File: config.mk
export PLATFORM = sky130hd
export DESIGN_NAME = program_loader
export DESIGN_NICKNAME = d
export VERILOG_FILES = /design/src/rtl/program_loader_pkg.sv /design/src/rtl/program_loader_checksum.sv /design/src/rtl/program_loader.sv
export SDC_FILE = /design/constraint.sdc
export NUM_CORES = 1
export LEC_CHECK = 0
export ABC_CLOCK_PERIOD_IN_PS = 2100
export BUFFER_PORTS_ARGS = -buffer_cell sky130_fd_sc_hd__buf_2
export CAP_MARGIN = 20
export CORE_UTILIZATION = 40
export CTS_CLUSTER_SIZE = 10
export DETAILED_ROUTE_END_ITERATION = 8
export GPL_TIMING_DRIVEN = 0
export PLACE_DENSITY = 0.69
export SLEW_MARGIN = 20
export SYNTH_ARGS = -nofsm -noshare
export SYNTH_HDL_FRONTEND = slang
export SYNTH_HIERARCHICAL = 1
export SYNTH_SLANG_ARGS = --single-unit
export TNS_END_PERCENT = 5
File: constraint.sdc
create_clock -name clk -period 2.1 [get_ports clk]
set_input_delay 0.105 -clock clk [delete_from_list [all_inputs] [get_ports clk]]
set_output_delay 0.105 -clock clk [all_outputs]
set_load 0.05 [all_outputs]
File: src/rtl/program_loader_pkg.sv
// Shared types and constants for the boot-time program loader.
package program_loader_pkg;

    localparam int unsigned XLEN_WIDTH   = 32;
    localparam logic [7:0]  LOADER_MAGIC = 8'hA5;

    typedef enum logic [2:0] {
        IDLE       = 3'd0,
        WAIT_MAGIC = 3'd1,
        LEN_LO     = 3'd2,
        LEN_HI     = 3'd3,
        PAYLOAD    = 3'd4,
        CHECK      = 3'd5,
        DONE       = 3'd6,
        ERROR      = 3'd7
    } loader_state_e;

    // States in which the loader consumes bytes from the receiver.
    function automatic logic is_receiving(input loader_state_e s);
        return s inside {WAIT_MAGIC, LEN_LO, LEN_HI, PAYLOAD, CHECK};
    endfunction

endpackage

File: src/rtl/program_loader_checksum.sv
// 8-bit modular accumulator for the image checksum, with clear and enable.
module program_loader_checksum (
    input  logic       clk,
    input  logic       reset_n,
    input  logic       clr_i,
    input  logic       en_i,
    input  logic [7:0] data_i,
    output logic [7:0] sum_o
);

    logic [7:0] sum_q;

    // NOTE: sequential state is always assigned with <= so every flop samples pre-edge values.
    always_ff @(posedge clk or negedge reset_n) begin
        if (!reset_n) begin
            sum_q <= 8'h00;
        end else if (clr_i) begin
            sum_q <= 8'h00;
        end else if (en_i) begin
            sum_q <= sum_q + data_i;
        end
    end

    assign sum_o = sum_q;

endmodule

File: src/rtl/program_loader.sv
// Parses a framed program image from a byte stream, writes it into instruction RAM
// and holds the core in reset until the image checksum has been verified.
module program_loader
    import program_loader_pkg::*;
#(
    parameter int unsigned           MEM_BYTES      = 1024,
    parameter logic [XLEN_WIDTH-1:0] BASE_ADDR      = '0,
    parameter logic [7:0]            MAGIC          = LOADER_MAGIC,
    parameter bit                    START_ON_RESET = 1'b1
) (
    input  logic                  clk,
    input  logic                  reset_n,
    input  logic                  start,
    input  logic                  rx_valid,
    input  logic [7:0]            rx_data,
    output logic                  rx_ready,
    output logic                  mem_write_enable,
    output logic [XLEN_WIDTH-1:0] mem_write_address,
    output logic [7:0]            mem_write_data,
    output logic                  cpu_hold,
    output logic                  busy,
    output logic                  done,
    output logic                  error
);

    localparam int unsigned IDX_W = $clog2(MEM_BYTES + 1);

    loader_state_e         state_q, state_d;
    logic [7:0]            len_lo_q, len_lo_d;
    logic [15:0]           len_q, len_d;
    logic [IDX_W-1:0]      idx_q, idx_d;
    logic                  wr_q, wr_d;
    logic [XLEN_WIDTH-1:0] addr_q, addr_d;
    logic [7:0]            data_q, data_d;
    logic                  recv_q, done_q, error_q, hold_q;
    logic                  sum_clr, sum_en;
    logic [7:0]            sum;
    logic                  accept;

    assign accept = rx_valid && recv_q;

    program_loader_checksum u_checksum (
        .clk     (clk),
        .reset_n (reset_n),
        .clr_i   (sum_clr),
        .en_i    (sum_en),
        .data_i  (rx_data),
        .sum_o   (sum)
    );

    always_comb begin
        // NOTE: every signal gets a default up front so no path through the case infers a latch.
        state_d  = state_q;
        len_lo_d = len_lo_q;
        len_d    = len_q;
        idx_d    = idx_q;
        wr_d     = 1'b0;
        addr_d   = addr_q;
        data_d   = data_q;
        sum_clr  = 1'b0;
        sum_en   = 1'b0;

        case (state_q)
            IDLE: begin
                if (start) state_d = WAIT_MAGIC;
            end
            WAIT_MAGIC: begin
                if (accept && rx_data == MAGIC) state_d = LEN_LO;
            end
            LEN_LO: begin
                if (accept) begin
                    len_lo_d = rx_data;
                    state_d  = LEN_HI;
                end
            end
            LEN_HI: begin
                if (accept) begin
                    len_d   = {rx_data, len_lo_q};
                    idx_d   = '0;
                    sum_clr = 1'b1;
                    if ({1'b0, len_d} > 17'(MEM_BYTES)) begin
                        state_d = ERROR;
                    end else if (len_d == 16'd0) begin
                        state_d = CHECK;
                    end else begin
                        state_d = PAYLOAD;
                    end
                end
            end
            PAYLOAD: begin
                if (accept) begin
                    wr_d   = 1'b1;
                    addr_d = BASE_ADDR + XLEN_WIDTH'(idx_q);
                    data_d = rx_data;
                    sum_en = 1'b1;
                    idx_d  = idx_q + IDX_W'(1);
                    if (17'(idx_q) + 17'd1 == {1'b0, len_q}) state_d = CHECK;
                end
            end
            CHECK: begin
                if (accept) state_d = (rx_data == sum) ? DONE : ERROR;
            end
            DONE, ERROR: begin
                if (start) state_d = WAIT_MAGIC;
            end
            default: state_d = state_q;
        endcase
    end

    // Status outputs are registered from the next state so they change together with it.
    always_ff @(posedge clk or negedge reset_n) begin
        if (!reset_n) begin
            if (START_ON_RESET) state_q <= WAIT_MAGIC;
            else                state_q <= IDLE;
            len_lo_q <= 8'h00;
            len_q    <= 16'h0000;
            idx_q    <= '0;
            wr_q     <= 1'b0;
            addr_q   <= '0;
            data_q   <= 8'h00;
            recv_q   <= 1'b0;
            done_q   <= 1'b0;
            error_q  <= 1'b0;
            hold_q   <= 1'b1;
        end else begin
            state_q  <= state_d;
            len_lo_q <= len_lo_d;
            len_q    <= len_d;
            idx_q    <= idx_d;
            wr_q     <= wr_d;
            addr_q   <= addr_d;
            data_q   <= data_d;
            recv_q   <= is_receiving(state_d);
            done_q   <= (state_d == DONE);
            error_q  <= (state_d == ERROR);
            hold_q   <= (state_d != DONE);
        end
    end

    assign rx_ready          = recv_q;
    assign busy              = recv_q;
    assign mem_write_enable  = wr_q;
    assign mem_write_address = addr_q;
    assign mem_write_data    = data_q;
    assign cpu_hold          = hold_q;
    assign done              = done_q;
    assign error             = error_q;

endmodule

After elaboration in Yosys (flattened, before gate mapping)
Cells that the tools add are included.
{"block": "classes", "magnitude_cmp": 1, "addsub": 3, "n_reduce_logical": 12, "eq_ne": 20, "muxes": 19}
{"operator": "3-bit == test (second input constant)", "n": 8}
{"operator": "11-bit two-way mux", "n": 2}
{"operator": "11-bit case mux with 2 select lines", "n": 1}
{"operator": "3-bit two-way mux", "n": 7}
{"operator": "3-bit case mux with 6 select lines", "n": 1}
{"operator": "12-bit by 16-bit == test with 1-bit output", "n": 1}
{"operator": "16-bit by 11-bit > comparator with 1-bit output (second input constant)", "n": 1}
{"operator": "16-bit logical NOT", "n": 1}
{"operator": "8-bit two-way mux", "n": 2}
{"operator": "11-bit by 1-bit adder with 12-bit output (second input constant)", "n": 1}
{"operator": "3-bit by 2-bit == test with 1-bit output (second input constant)", "n": 4}
{"operator": "11-bit by 1-bit adder with 11-bit output (second input constant)", "n": 1}
{"operator": "8-bit adder", "n": 1}
{"operator": "8-bit == test", "n": 1}
{"operator": "8-bit == test (second input constant)", "n": 1}
{"operator": "3-bit by 1-bit == test with 1-bit output (second input constant)", "n": 2}
{"operator": "2-bit AND reduction", "n": 3}
{"operator": "1-bit two-way mux", "n": 5}
{"operator": "5-bit nonzero test", "n": 1}
{"operator": "2-bit inequality test (second input constant)", "n": 2}
{"operator": "2-bit nonzero test", "n": 2}
{"operator": "3-bit logical NOT", "n": 1}
{"operator": "3-bit inequality test (second input constant)", "n": 1}
{"operator": "3-bit AND reduction", "n": 1}
{"operator": "3 further kinds", "n": 4}
{"block": "word_totals", "wordCells": 67, "ff_bits": 70, "out_inout_bits": 46}

Longest topological paths before layout
Gate-level depths: netlist of run 1.
{"block": "logic_depth", "depth_word": 7, "ltp_mapped": 11}

Modules after synthesis
Netlist of run 1, hierarchy kept.
{"mod": "program_loader", "area_per_inst_um2": 3229.3, "cells_per_inst": 335, "instances": 1, "seq_area_each_um2": 1554.0}
{"mod": "program_loader_checksum", "area_per_inst_um2": 646.9, "cells_per_inst": 66, "instances": 1, "seq_area_each_um2": 200.2}

Least setup slack after synthesis of run 1
No wires, ideal clock.
{"block": "synth_path", "path_type": "register -> register", "startpoint": "reg recv_q (netlist: busy)", "endpoint": "reg u_checksum.sum_q[7] (netlist: u_checksum/sum_o[7])", "slack_ns": -0.457, "required_ns": 2.027, "arrival_time_ns": 2.484, "path_buffers": 2, "path_stages_with_launch": 11, "cell_sequence": "dfrtp_1 > nand2_2 > or3_1 > buf_2 > inv_2 > buf_2 > nand2_1 > or2_1 > mux2_4 > a21o_1 > a21oi_2"}
{"block": "synth_between", "elab_chain_len": 4, "word_cells_on_any_way": 6}
{"item": "start, declared", "line_no": "program_loader.sv:35", "source": "logic recv_q, done_q, error_q, hold_q;"}
{"item": "start signal, assigned", "line_no": "program_loader.sv:133", "source": "recv_q <= is_receiving(state_d);"}
{"item": "1-bit logical AND", "line_no": "program_loader.sv:40", "source": "assign accept = rx_valid && recv_q;"}
{"item": "1-bit two-way mux", "line_no": "program_loader.sv:91", "source": "if (accept) begin"}
{"item": "1-bit two-way mux", "line_no": "program_loader.sv:63", "source": "case (state_q)"}
{"item": "net sum_en", "line_no": "program_loader.sv:36", "source": "logic sum_clr, sum_en;"}
{"item": "2-bit nonzero test (no line)"}
{"item": "end signal, assigned", "line_no": "program_loader_checksum.sv:20", "source": "sum_q <= sum_q + data_i;"}
{"item": "end, declared", "line_no": "program_loader_checksum.sv:11", "source": "logic [7:0] sum_q;"}
The timed path passes the listed nets, and every way through them passes these cells.
A chain may end at the register's enable or synchronous reset.

Worst setup path in the final report of run 1
{"block": "layout_path", "startpoint": "reg recv_q (netlist: busy)", "endpoint": "reg u_checksum.sum_q[7] (netlist: u_checksum/sum_o[7])"}
{"block": "layout_between", "elab_chain_len": 4, "word_cells_on_any_way": 6}
{"item": "1-bit logical AND *", "line_no": "program_loader.sv:40"}
{"item": "1-bit two-way mux *", "line_no": "program_loader.sv:77, program_loader.sv:91"}
{"item": "1-bit two-way mux", "line_no": "program_loader.sv:63"}
{"item": "8-bit two-way mux or 2-bit nonzero test (tied branches)"}
Every way passes the cells marked *; elsewhere a longest branch is shown, timed or not.

==> results of run 1 <==
## per-stage QoR
step / hold WS [ns] / instances / TNS, ns / setup slack, ns
2_1_floorplan: -0.191 / 421 / -0.0575 / -0.0575
3_3_place_gp: 0.413 / 586 / -0.561 / -0.240
3_5_place_dp: 0.00133 / 587 / -0.792 / -0.307
4_1_cts: 0.0423 / 605 / 0 / 0.00230
5_1_grt: 0.0632 / 605 / -0.0554 / -0.0554
6_report: 0.0559 / 605 / 0 / 0.0454
## worst max-delay path by stage
stage	end	cells after the start
after floorplan	u_checksum/sum_o[7]	10
after global placement	u_checksum/sum_o[5]	6
after detailed placement	u_checksum/sum_o[5]	6
after CTS	u_checksum/sum_o[7]	10
after global routing	u_checksum/sum_o[7]	10
final	u_checksum/sum_o[7]	9
## placed cells by master, fill, tap and decap left out, types with 5 or more instances in the layout
cell and n:
xor2_1 13, dfrtp_1 66, a21o_1 5, buf_4 26, a31oi_1 5, nand3_1 9, o21ai_0 15, xnor2_1 13
ha_1 8, clkbuf_8 10, nand2_1 80, nor3_1 7, nor4_1 6, a21oi_1 5, conb_1 21, mux2_2 24
buf_2 44, nor2_1 26
## kinds of logic after synthesis
logic type | after synthesis
AND/OR/NAND/NOR | 162
adder cells (fa/ha/maj) | 9
flip-flops | 70
other | 1
AO/OA/AOI/OAI | 63
XOR/XNOR | 26
multiplexers | 29
buffers and inverters | 41
## layer usage
metal,track usage (%),vias up
met3,3.62,12
met4,6.13,0
met1,23.5,1525
met5,0,-
met2,30.1,70
li1,-,1507
## power by group through the flow
| stage | sequential (mW) | combinational (mW) | clock [mW] |
|---|---|---|---|
| 2_1_floorplan | 2.48 | 1.43 | 0 |
| 3_5_place_dp | 2.17 | 2.28 | 0 |
| 4_1_cts | 2.14 | 2.32 | 1.25 |
| 6_report | 2.15 | 2.34 | 1.22 |
| 5_1_grt | 2.21 | 2.55 | 1.31 |
| 3_3_place_gp | 2.16 | 2.22 | 0 |
## critical path, stage by stage (launching register included)
cell and delay, ns:
dfrtp_2 0.45, nand2_4 0.10, or3_1 0.33, buf_6 0.16, clkinv_8 0.11, nand2_2 0.07, or2_1 0.20, mux2_4 0.26
a21o_1 0.19, a21oi_2 0.10
## synth_stat cells (all sizes together), types with 2 or more instances
cell type	n	area share, %
nand2	83	8.1
dfrtp	68	44
buf	36	6.1
nor2	27	2.7
mux2	25	7.4
o21ai	17	2.2
xnor2	13	2.9
xor2	13	2.9
nand3	9	1.2
nor3	9	1.2
ha	8	2.6
nor4	8	1.5
a21oi	7	1.0
a21o	6	1.2
a31oi	5	0.81
a211oi	4	0.90
clkbuf	4	0.39
mux2i	4	1.0
nand4	4	0.65
nor2b	4	0.65
o31ai	4	0.77
o211ai	3	0.58
a211o	2	0.45
and2	2	0.32
and3	2	0.32
dfstp	2	1.4
nand2b	2	0.32
nand3b	2	0.39
nand4bb	2	0.58
nor4b	2	0.45
o21bai	2	0.39
o41ai	2	0.45
## cell type report
type | instances | area, sq um | area share [%]
sequential | 70 | 1760 | 37.9
clock buffer | 10 | 138 | 2.97
inverter | 1 | 16.3 | 0.351
clock inverter | 6 | 85.1 | 1.84
buffer | 39 | 263 | 5.67
timing repair buffer | 40 | 235 | 5.08
tap | 129 | 161 | 3.48
multi-input combinational | 310 | 1980 | 42.7
## registers in the layout, indices dropped and copies added, names as in the netlist
name	cells
busy	1
cpu_hold	1
done	1
error	1
idx_q	11
len_lo_q	8
len_q	16
mem_write_address	11
mem_write_data	8
mem_write_enable	1
state_q	3
u_checksum/sum_o	8
## what timing repair did
| item | in CTS | in global routing |
|---|---|---|
| hold buffers | 1 | 0 |
| endpoints found under the setup margin | 4 | 6 |
| resized for setup | 6 | 6 |
| pin swaps | 1 | 0 |
| hold endpoints to repair | 68 | 0 |
| setup buffers | 2 | 0 |
==> impl_metrics.ini, run 1 <==
[place]
portBuffers = 36
globalplace.congestion = 0.883
placed_area_sq_um = 4360
dp_hpwl_mm = 6.07

[drt]
met2_length_mm = 4.23
ant_nets = 0
wl_per_cell_um = 14.3
drtIter0Drc = 155
dr.pass1.iters = 4
drc = 0
vias = 3114
wl_met1_mm = 3.99
routed_wl_mm = 8.63
post_drt_via_cell_ratio = 5.15
dr_wl_met3_um = 281
highest_layer = met4

[pwr]
pwr_density_cell_nw_per_um2 = 1230
pwr-share-comb_pct = 41.0
ir_worst_vdd_mv = 0.447
finalPower_mw = 5.71
p_sw_share_pct = 40.2
power_frac_clock_pct = 21.4
p_sw_mw = 2.30
power_frac_seq_pct = 37.6
power.leakage_nw = 2.24
p_int_mw = 3.41

[floorplan]
design.die.area_sq_um = 10100
core_sq_um = 9330
row_count = 35
top_level_ports = 58
dieWidth_um = 100
die_h_um = 100
start_util_pct = 41.6

[global_routing]
grt_antenna_before_repair = 0
grt.overflow.total = 0
grtUsageTotal_pct = 18.1
grt_max_degree = 54
grt_pass1_vias = 2907
grt_pass1_wl_mm = 14.2

[synthesis]
muxShareOfSynthArea_pct = 8.39
yosys.area_share.adder_pct = 3.10
synthSimpleGateAreaFrac_pct = 19.5
ys_types = 61
synthCells = 401
ys_seq_elements = 70
avgSynthCellArea_sq_um = 9.67
synth-main-ff-cell = dfrtp_1
synthXorXnorAreaFrac_pct = 5.87
async_flop_share_pct = 100
seq_area_frac_synth_pct = 45.3
synth_edf_count = 0
synth_top_family_by_area = simple AND/OR/NAND/NOR gates
syn_area_sq_um = 3880
synth-compound-area-share_pct = 11.2
yosysWarnings = 6

[finish]
layout.nets = 492
fin_util_pct = 49.7
antenna_cells = 0
fill_cells = 877
fin_area_sq_um = 4630
final_layout_size_suffix_gt1_share_pct = 27.9
syn2layout_area_growth_pct = 19.5

[clock_network]
htreeDepth = 3
cts_tree = built
worst_skew_pair.late_latency_ns = 0.35
numCtsBuffers = 9
clk_pin_slew_ns = 0.08
numClockSinks = 70
cts_buffer_depth = 2
ctsRootBufferMaster = clkbuf_8

[setup_path]
worstPathMaxFanout = 24
r2r_end = u_checksum/sum_o[7]
crit_arrival_ns = 2.33
crit_path_start = busy
worstRegToRegCells = 9
r2r_setup_slack_ns = 0.05
cp-start-kind = register
worstPathRequired_ns = 2.37
rr_startpoint = busy
critPathKind = reg -> reg
end_kind = register

[timing]
period_share_pct = 97.8
rsz0062_at_grt = true
fin_skew_ns = 0.00898
max_slew_margin_pct = 62.0
tightest_slew_ns = 0.564
hold_viol = 0
maxSlewViolCount = 0
fmax_ghz = 0.487
fin_crit_ns = 2.05
setup_violations = 0

[flow_run]
maxCapViolCount = 0

[outcome]
outcome = finished, final reports clean

[hold_path]
min_from = rx_data[6]
whs_endpoint = mem_write_data[6]
hold_class = in -> reg
hold_path_depth = 3
(Power assumes the default switching activity.)
==> run 2: changes to the inputs <==
Settings changed: ABC_CLOCK_PERIOD_IN_PS 2100 to default, PLACE_DENSITY 0.69 to 0.67, SYNTH_HIERARCHICAL 1 to default.
Clock period 2.1 ns to 2.39 ns, I/O delays scaled along.
==> run 2 against run 1 <==
Register-to-register slack gained 0.16 ns. Clock power barely moved. Sequential share of layout area grew 3.0 points. Critical path type unchanged. Largest power group is now registers. Highest routed layer unchanged. Non-clock buffer count down 9. Sequential power shrank 15%.
==> impl_metrics.ini, run 2 <==
[timing]
fin_ws_ns = 0.205
max_slew_margin_pct = 58.7
fin_tns_setup_ns = 0
tightest_slew_ns = 0.617
hold_viol = 0
fmax_ghz = 0.458
setup_violations = 0
fin_skew_ns = 0.00580
period_share_pct = 91.4
rsz0062_at_grt = false
fin_crit_ns = 2.19
maxSlewViolCount = 0

[synthesis]
yosysWarnings = 0
yosysMostFrequentCell = nand2_1
ys_seq_elements = 70
async_flop_share_pct = 100
syn_area_sq_um = 3610
synth_edf_count = 0
seq_area_frac_synth_pct = 48.6
yosysTopAreaCellShare_pct = 47.1
synth-main-ff-cell = dfrtp_1
synthCells = 364
synth_common_cells = 75 x nand2_1, 68 x dfrtp_1, 23 x o21ai_1
synth_area_leader_cell = dfrtp_1
ys_types = 54
avgSynthCellArea_sq_um = 9.92
netlist_top_cells_area = dfrtp_1 47%, nand2_1 7.8%, buf_4 4.6%

[drt]
wl_per_cell_um = 14.5
post_drt_via_cell_ratio = 4.99
dr.pass1.iters = 4
drc = 0
drtIter0Drc = 112
ant_nets = 0
routed_wl_mm = 7.89
vias = 2720

[finish]
regMostFlops = len_q
final_layout_size_suffix_gt1_share_pct = 24.0
fin_area_sq_um = 4290
final_cell_mix = 75 x nand2_1, 68 x dfrtp_1, 37 x buf_2
antenna_cells = 0
largest_reg_flops = 16
layout.nets = 453
syn2layout_area_growth_pct = 18.9
layout_commonest_cell = nand2_1

[place]
placed_area_sq_um = 4020
globalplace.congestion = 0.894
dp_hpwl_mm = 5.79
preCtsSetupSlack_ns = -0.0102
portBuffers = 35

[clock_network]
cts_tree = built
clk_pin_slew_ns = 0.08
worst_skew_pair.late_latency_ns = 0.34
htreeDepth = 3
numCtsBuffers = 9
ctsRootBufferMaster = clkbuf_8
numClockSinks = 70
cts_buffer_depth = 2

[floorplan]
die_h_um = 97.0
start_util_pct = 41.4
dieWidth_um = 97.0
core_sq_um = 8720
design.die.area_sq_um = 9410
row_count = 34
top_level_ports = 58

[global_routing]
grt_pass1_vias = 2646
grt.overflow.total = 0
grt_max_degree = 43
grtUsageTotal_pct = 18.0
grt_pass1_wl_mm = 13.3
grt_antenna_before_repair = 0

[pwr]
power.leakage_nw = 2.15
finalPower_mw = 4.83
pwr_density_cell_nw_per_um2 = 1130
ir_worst_vdd_mv = 0.638

[flow_run]
maxCapViolCount = 0

[setup_path]
worstPathRequired_ns = 2.65
r2r_setup_slack_ns = 0.20
end_kind = register
worstPathMaxFanout = 10
cp-start-kind = register
crit_arrival_ns = 2.45
critPathKind = reg -> reg

[outcome]
outcome = finished, final reports clean

[hold_path]
hold_class = in -> reg
run 2: cell types whose count changed after synthesis, sizes merged, moves of 3 or more:
cell / change
o21ai: +11
buf: -10
nand2: -8
inv: +7
nor2: -7
a21oi: -4
a211oi: -3
a21o: -3
a31oi: -3
clkbuf: +3
nor3: -3
xor2: -3
run 2: critical path, stage by stage, from the launching register on:
cell and delay (ns):
dfstp_2 0.54, clkbuf_1 0.28, or3_1 0.27, inv_2 0.07, nor2_2 0.39, clkbuf_2 0.38
nand2_1 0.10, o211ai_1 0.08
run 2: path summary, 6_finish.rpt:
check | from | endpoint | cells past startpoint
setup / recovery | state_q[0] | u_checksum.sum_o[7] | 7
hold / removal | rx_data[7] | len_q[15] | 2
setup reg to reg | state_q[0] | u_checksum.sum_o[7] | 7
hold reg to reg | mem_write_address[7] | mem_write_address[7] | 2
max in group asynchronous | reset_n | state_q[0] | 3
min in group asynchronous | reset_n | idx_q[5] | 2
run 2: metal layers:
metal / vias to the layer above / track usage, % / wire length (um) / share of wire [%]
met5: - / 0 / 0 / 0
met1: 1299 / 23.9 / 3620 / 46
li1: 1347 / - / - / -
met2: 64 / 28.9 / 3790 / 48
met4: 0 / 5.17 / 112 / 1.4
met3: 10 / 4.91 / 366 / 4.6
run 2: layout make-up:
cell class | instances | area [sq um]
Fill cell | 814 | 4430
Clock inverter | 5 | 105
Sequential cell | 70 | 1750
Clock buffer | 11 | 151
Inverter | 8 | 30.0
Timing Repair Buffer | 37 | 208
Buffer | 33 | 220
Tap cell | 108 | 135
Multi-Input combinational cell | 273 | 1690
run 2: cell families after synthesis:
group           after synthesis  share of synthesized area, %
compound gates               55                          9.84
mux                          26                          8.04
other cells                   1                         0.104
fa+ha+maj                     9                          3.33
xor+xnor                     21                          5.10
flops                        70                          48.6
simple gates                141                          18.1
buf+inv                      41                          6.86
run 2: what timing repair did:
action                                  CTS  global route
endpoints found under the hold margin    28             0
setup buffers                             0             0
resized for setup                         2             2
endpoints found under the setup margin    8             1
hold buffers                              1             0
run 2: through the flow:
step,utilization (%),hold WS [ns],std cells
detailed placement,46.1,0.0702,528
floorplan,-,-0.176,384
CTS,49.2,0.0336,545
global route,49.2,0.0344,545
global placement,45.8,0.396,527
finish,49.2,0.0544,545
run 2: power breakdown:
group	switching [mW]	internal, mW
clock network	0.451	0.750
logic	1.14	0.678
registers	0.260	1.56
total	1.85	2.98
